### config.mk
export PLATFORM = sky130hd
export DESIGN_NAME = nibble_serial_adder
export DESIGN_NICKNAME = d
export VERILOG_FILES = /design/src/rtl/nibble_serial_adder.sv
export SDC_FILE = /design/constraint.sdc
export NUM_CORES = 1
export LEC_CHECK = 0
export ABC_AREA = 1
export BUFFER_PORTS_ARGS = -buffer_cell sky130_fd_sc_hd__buf_2
export CAP_MARGIN = 30
export CORE_UTILIZATION = 53
export DETAILED_ROUTE_END_ITERATION = 7
export PLACE_DENSITY = 0.81
export SYNTH_ARGS = -nofsm -noshare
export SYNTH_HDL_FRONTEND = slang
export SYNTH_HIERARCHICAL = 1
export SYNTH_SLANG_ARGS = --single-unit
### constraint.sdc
create_clock -name clk -period 3.8 [get_ports clk]
set_input_delay 0.57 -clock clk [delete_from_list [all_inputs] [get_ports clk]]
set_output_delay 0.57 -clock clk [all_outputs]
set_load 0.01 [all_outputs]
### src/rtl/nibble_serial_adder.sv
// Nibble-serial adder: one 4-bit ripple slice (add_by_one) reused once per nibble
// to form {cout,sum} = a + b + cin, plus a two's-complement overflow flag.

module add_by_one (
  input  logic [3:0] a,
  input  logic [3:0] b,
  input  logic       cin,
  output logic [3:0] s,
  output logic       cout
);
  logic [4:0] c;

  always_comb begin
    c    = '0;
    s    = '0;
    c[0] = cin;
    for (int i = 0; i < 4; i++) begin
      s[i]     = a[i] ^ b[i] ^ c[i];
      c[i + 1] = (a[i] & b[i]) | (c[i] & (a[i] ^ b[i]));
    end
    cout = c[4];
  end
endmodule

module nibble_serial_adder #(
  parameter int NIBBLES = 4
) (
  input  logic                   clk,
  input  logic                   rst,
  input  logic                   start,
  input  logic [4*NIBBLES-1:0]   a,
  input  logic [4*NIBBLES-1:0]   b,
  input  logic                   cin,
  output logic                   busy,
  output logic                   done,
  output logic [4*NIBBLES-1:0]   sum,
  output logic                   cout,
  output logic                   ovf,
  output logic [1:0]             dbg_state
);
  localparam int W  = 4 * NIBBLES;
  localparam int IW = $clog2(NIBBLES);

  typedef enum logic [1:0] {
    S_IDLE = 2'd0,
    S_RUN  = 2'd1,
    S_DONE = 2'd2
  } state_e;

  state_e          state_q, state_d;
  logic [IW-1:0]   idx_q, idx_d;
  logic            c_q, c_d;
  logic [W-1:0]    a_q, a_d;
  logic [W-1:0]    b_q, b_d;
  logic [W-1:0]    sum_q, sum_d;
  logic            cout_q, cout_d;
  logic            ovf_q, ovf_d;

  logic [3:0]      sl_a, sl_b, sl_s;
  logic            sl_co;
  logic            last_nibble;

  always_ff @(posedge clk) begin
    if (rst) begin
      state_q <= S_IDLE;
      idx_q   <= '0;
      c_q     <= 1'b0;
      a_q     <= '0;
      b_q     <= '0;
      sum_q   <= '0;
      cout_q  <= 1'b0;
      ovf_q   <= 1'b0;
    end else begin
      state_q <= state_d;
      idx_q   <= idx_d;
      c_q     <= c_d;
      a_q     <= a_d;
      b_q     <= b_d;
      sum_q   <= sum_d;
      cout_q  <= cout_d;
      ovf_q   <= ovf_d;
    end
  end

  always_comb begin
    state_d = state_q;
    case (state_q)
      S_IDLE:  if (start) state_d = S_RUN;
      S_RUN:   if (last_nibble) state_d = S_DONE;
      S_DONE:  state_d = S_IDLE;
      default: state_d = S_IDLE;
    endcase
  end

  // The slice always looks at the nibble selected by idx; only RUN commits it.
  always_comb begin
    sl_a        = a_q[{idx_q, 2'b00} +: 4];
    sl_b        = b_q[{idx_q, 2'b00} +: 4];
    last_nibble = (idx_q == IW'(NIBBLES - 1));
  end

  add_by_one u_slice (
    .a    (sl_a),
    .b    (sl_b),
    .cin  (c_q),
    .s    (sl_s),
    .cout (sl_co)
  );

  always_comb begin
    a_d    = a_q;
    b_d    = b_q;
    c_d    = c_q;
    idx_d  = idx_q;
    sum_d  = sum_q;
    cout_d = cout_q;
    ovf_d  = ovf_q;
    case (state_q)
      S_IDLE: begin
        if (start) begin
          a_d    = a;
          b_d    = b;
          c_d    = cin;
          idx_d  = '0;
          sum_d  = '0;
          cout_d = 1'b0;
          ovf_d  = 1'b0;
        end
      end
      S_RUN: begin
        sum_d[{idx_q, 2'b00} +: 4] = sl_s;
        c_d   = sl_co;
        idx_d = idx_q + IW'(1);
        if (last_nibble) begin
          cout_d = sl_co;
          // sl_s[3] is the final sum MSB being written on this edge.
          ovf_d  = (a_q[W-1] == b_q[W-1]) && (sl_s[3] != a_q[W-1]);
        end
      end
      default: ;
    endcase
  end

  always_comb begin
    busy      = (state_q == S_RUN);
    done      = (state_q == S_DONE);
    dbg_state = state_q;
    sum       = sum_q;
    cout      = cout_q;
    ovf       = ovf_q;
  end
endmodule

## Word level (Yosys, flattened, before mapping)

Cells that the tools add are included.

- Bits in registers: 55
- Input port bits: 36
- Output and inout port bits: 22

- Add/subtract/negate cells: 2
- Equal/unequal tests: 7
- Shift operators: 4
- Muxes and demuxes: 15
- Bitwise operators: 20
- Reduce and logical (&&, ||, !) cells: 7

Operators by type and width:

| cell | number |
|---|---|
| $pmux W16 S2 | 1 |
| $shiftx A16 B5 Y4 | 2 |
| $bwmux W16 | 1 |
| $mux W16 | 1 |
| $shift A4 B6 Y16 const A | 1 |
| $shiftx A4 B6 Y16 | 1 |
| $and A1 B1 Y1 | 8 |
| $pmux W2 S2 | 2 |
| $xor A1 B1 Y1 | 8 |
| $mux W2 | 3 |
| $neg A4 Y6 | 1 |
| $pmux W1 S2 | 3 |
| $reduce_and A2 Y1 | 3 |
| $eq A2 B2 Y1 const B | 2 |
| $mux W1 | 4 |
| $or A1 B1 Y1 | 4 |
| $reduce_and A3 Y1 | 1 |
| $add A2 B1 Y2 const B | 1 |
| $eq A2 B1 Y1 const B | 1 |
| $logic_not A2 Y1 | 1 |
| $ne A2 B1 Y1 const B | 1 |
| $ne A2 B2 Y1 const B | 1 |
| $reduce_bool A2 Y1 | 1 |
| $eq A1 B1 Y1 | 1 |
| other kinds (2) | 2 |

## Logic depth before layout (Yosys ltp)

- Word-level depth: 13
- Gate-level depth with buffers: 18
- Depth with buffers taken out: 16

## Hierarchy

The synthesis kept the hierarchy.

Modules (own cells, without submodules):

| module | times used | cells an instance | area an instance (µm²) |
|---|---|---|---|
| nibble_serial_adder | 1 | 321 | 2324.7 |
| add_by_one | 1 | 14 | 117.6 |

## Worst setup path after synthesis

Ideal clock, no wire load.

- Path type: flip-flop to flip-flop
- Start point: register idx_q[0]
- End point: register ovf_q, in the netlist ovf
- Arrival time: 2896 ps
- Slack: 833 ps
- Stages on the path, launching flop included: 18
- Path buffers: 2
- Period minus slack after synthesis: 2967 ps
- Cell sequence: dfxtp_1 buf_2 inv_1 buf_2 o21ai_0 o22ai_1 fa_1 inv_1 fa_1 inv_1 fa_1 inv_1 fa_1 inv_1 inv_1 o21ai_0 nand3_1 a21oi_1

- Word-level cells in the longest chain between the ends: 13
- Elaborated cells on any way between the ends: 23

Ends and longest elaborated chain:

| item | line | text |
|---|---|---|
| from (decl) | 51 | `logic [IW-1:0] idx_q, idx_d;` |
| from (signal assigned) | 75 | `idx_q <= idx_d;` |
| $shiftx A16 B5 Y4 * | 97 | `sl_a = a_q[{idx_q, 2'b00} +: 4];` |
| via sl_a[0] | 59 | `logic [3:0] sl_a, sl_b, sl_s;` |
| $xor A1 B1 Y1 | 19 | `c[i + 1] = (a[i] & b[i]) \| (c[i] & (a[i] ^ b[i]));` |
| $and A1 B1 Y1 | 19 |  |
| $or A1 B1 Y1 * | 19 |  |
| $and A1 B1 Y1 * | 19 |  |
| $or A1 B1 Y1 * | 19 |  |
| $and A1 B1 Y1 * | 19 |  |
| $or A1 B1 Y1 * | 19 |  |
| $xor A1 B1 Y1 * | 18 | `s[i] = a[i] ^ b[i] ^ c[i];` |
| via sl_s[3] | 59 |  |
| $ne A1 B1 Y1 * | 137 | `ovf_d = (a_q[W-1] == b_q[W-1]) && (sl_s[3] != a_q[W-1]);` |
| $logic_and A1 B1 Y1 * | 137 |  |
| $mux W1 * | 134 | `if (last_nibble) begin` |
| $pmux W1 S2 * | 118 | `case (state_q)` |
| to (signal assigned) | 81 | `ovf_q <= ovf_d;` |
| to (decl) | 57 | `logic ovf_q, ovf_d;` |

The timed path passes the listed nets; every way through them passes the cells marked *. The select of a mux whose other input is x is not followed.
A chain may end at the register's enable or synchronous reset.

## Worst setup path in the final report

Ends and elaborated chain as after synthesis.

==> summary.txt <==
Outcome
  • Status: finished clean

Logic synthesis
  • Synth top area share: 0.4508
  • Largest family of logic cells by synthesized area: simple AND/OR/NAND/NOR gates
  • Warnings from Yosys: 6
  • Mapped Nets: 380
  • Synthesized area per cell: 7.291 sq um
  • Post-synthesis adder-cell area fraction: 0.05840
  • Synthesized flop and latch total: 55
  • Synth top area cells: dfxtp_1, nor2_1, o21ai_0
  • Yosys top cell by area: dfxtp_1
  • Multiplexer share of the synthesized area: 0
  • Cell Area, Synth: 2442 sq um
  • Sequential cell area fraction in the yosys report: 0.4508
  • Simple-Gate Fraction of Synth Area: 0.2372
  • Compound-Gate Fraction of Synth Area: 0.1839
  • Netlist cell types: 20
  • XOR/XNOR Fraction of Synth Area: 0
  • Synthesized instance count: about 340

Power
  • Power Dens Cells: between 400 and 500 nW/um^2
  • Peak VDD IR: ~0.00027 V
  • Lkg Pwr: around 1.3 nW
  • Clk pwr share: 0.270
  • Flop pwr share: 0.553
  • Net Switching: 0.0003349 W
  • Int Power: about 0.0008 W
  • Switching share of total power: 0.2914
  • Comb pwr share: 0.177

Clock network
  • CTS tree: yes
  • Post-cts resize count: 0
  • Cts hold-fix bufs: 0
  • Root Buffer: clkbuf_8
  • Total CTS buffers: 5
  • Clock Tree Buf Depth: 2
  • Clock Latency Late Sink: roughly 0.31 ns
  • # H-tree levels: 2
  • Worst-path clk slew: 0.10 ns
  • Clk sinks: between 50 and 60
  • Post-CTS Setup Bufs: 0

Finish
  • Post-layout nets: 430
  • Syn-to-layout area delta: 15.73%
  • Layout cells sized above 1: 0.1917
  • Core Util, Final: 0.6447
  • Finished Layout Cells: about 440
  • Ant. Diodes: 0
  • Most common cell after layout, fill and taps aside: nor2_1
  • Commonest cells after routing, fill and taps aside: nor2_1, buf_2, dfxtp_1

Worst setup path
  • Worst Setup Start Kind: register
  • Cell count of the worst reg-to-reg path: 15
  • Crit-path max FO: 10
  • FF-to-FF setup slack: just over 0.6 ns
  • R2R Path End: ovf
  • Nature of the critical path endpoint: register
  • Crit Path Class: register to register
  • WP buf/inv: 6
  • Crit path top cell by count: inv_1
  • R2R Path Start: idx_q[0]
  • Worst endpoint required time: just over 4 ns
  • CP max stage cell: dfxtp_1
  • Crit-path max cell delay: 0.49 ns
  • Worst EP arrival: around 3.4 ns
  • Sequence of cells on the critical path: inv_1 -> o21ai_0 -> o22ai_1 -> fa_1 -> inv_1 -> fa_1 -> inv_1 -> fa_1 -> inv_1 -> fa_1 -> inv_1 -> inv_1 -> o21ai_0 -> nand3_1 -> a21oi_1
  • CP delay by family, top: adder cells

Timing
  • Layout Skew: around 0.0091 ns
  • Max_slew headroom: 0.3690
  • Minimum clock period: approximately 3.2 ns
  • Pins over their slew limit: 0
  • RSZ-0062 raised after global routing: no
  • Period utilisation layout: 0.8398
  • Setup TNS: 0 ns
  • Final Setup Violations: 0
  • Final hold vios: 0
  • Max Fclk: 313.4 MHz
  • Worst-margin pin slew: between 0.9 and 1 ns

GRT
  • First-pass GRT wire length: ~9200 um
  • Grt total ovfl: 0
  • Initial antenna violation count: 0
  • Vias in the first global route: 2072
  • Total Routing Usage GR: 0.2353
  • Largest net degree at the start of global routing: 45

Placed design
  • Placed instance count: between 400 and 500
  • Post-DP HPWL: 3917 um
  • RePlAce Congestion: approximately 0.88
  • Count of input and output buffers: 57

Routing
  • Final antenna-violating net count: 0
  • Routed len/inst: between 10 and 15 um
  • First DRT Iteration DRCs: 185
  • WL final: approximately 5300 um
  • Detailed Routing Iterations Pass 1: 5
  • Vias per inst: 5.320
  • Via count: roughly 2300
  • DRC viols: 0

Floorplan
  • Rows: 24
  • Width of the die: approximately 70 um
  • Initial Utilization: 0.5571
  • CORE AREA: about 4400 sq um
  • Die H: between 60 and 70 um
  • Boundary Pins: 58
  • DIE AREA: just under 5000 sq um

Min path
  • Hold Crit Class: register to register
  • Hold Path Stages: 2
  • Start point of the worst hold path: sum[5]
  • Worst Hold Path EP: sum[5]

Job
  • Max cap viols: 0
==> Yosys cell counts (all sizes together) <==
cell and count:
clkbuf 10, nand3 12, a31oi 1, o21ai 55, buf 7, fa 4, o21a 1, nand4 4
dfxtp 55, ha 5, o22ai 8, inv 26, nand2 34, a21oi 22, nor2 91
==> per-layer routing <==
layer | part of all wire | GRT usage | up-vias | wire length [um]
met5 | 0 | 0 | - | 0
met4 | 0.0090 | 0.06444 | 0 | 48
met3 | 0.048 | 0.05195 | 6 | 259
met2 | 0.51 | 0.4145 | 62 | 2737
met1 | 0.43 | 0.2885 | 1072 | 2298
li1 | - | - | 1190 | -
==> per-stage QoR <==
step / hold slack (ns) / setup slack (ns) / cell area, sq um / power (W)
2_1_floorplan: 0.4495 / 0.8334 / 2442 / 0.0007878
3_3_place_gp: 0.4457 / 0.8269 / 2743 / 0.0008455
3_5_place_dp: 0.4503 / 0.6447 / 2743 / 0.0008524
4_1_cts: 0.4650 / 0.6252 / 2826 / 0.001156
5_1_grt: 0.4910 / 0.3164 / 2826 / 0.001213
6_report: 0.4643 / 0.6089 / 2826 / 0.001149
==> worst reg2reg max path, cell delays in order (launching register included) <==
cell and delay, ns:
dfxtp_1 0.49, inv_1 0.21, o21ai_0 0.20, o22ai_1 0.12, fa_1 0.42, inv_1 0.07, fa_1 0.16, inv_1 0.05
fa_1 0.36, inv_1 0.08, fa_1 0.40, inv_1 0.12, inv_1 0.06, o21ai_0 0.17, nand3_1 0.11, a21oi_1 0.12
==> worst max-delay path by stage <==
stage                     endpoint  cells past startpoint     start
after floorplan                ovf                     17  idx_q[0]
after global placement         ovf                     15  idx_q[0]
after detailed placement       ovf                     15  idx_q[0]
after CTS                      ovf                     15  idx_q[0]
after global routing           ovf                     15  idx_q[0]
final                          ovf                     15  idx_q[0]
==> power groups by stage <==
stage               registers (W)  logic [W]  clock network (W)
floorplan                0.000643   0.000145                  0
global placement         0.000648   0.000197                  0
detailed placement       0.000649   0.000203                  0
CTS                      0.000636   0.000204           0.000316
global route             0.000640   0.000237           0.000336
finish                   0.000635   0.000203           0.000311
==> registers in the layout (all words and copies together) (netlist names) <==
name,cells
a_q,16
dbg_state,2
c_q,1
ovf,1
sum,16
idx_q,2
cout,1
b_q,16
==> area by class of cell <==
cell class              instances  area [sq um]
inverters                      26         97.59
flip-flops and latches         55          1101
clock buffers                   5         68.82
well taps                      52         65.06
clock inverters                 3         15.01
multi-input cells             237          1171
fillers                       407          1558
repair buffers                 60         307.8
==> logic make-up after synthesis <==
group | Yosys count
AOI/OAI and AO/OA | 87
and+or+nand+nor | 141
buffers and inverters | 43
DFF | 55
adders and majority gates | 9
No activity file was read; power rests on OpenSTA's default activity.
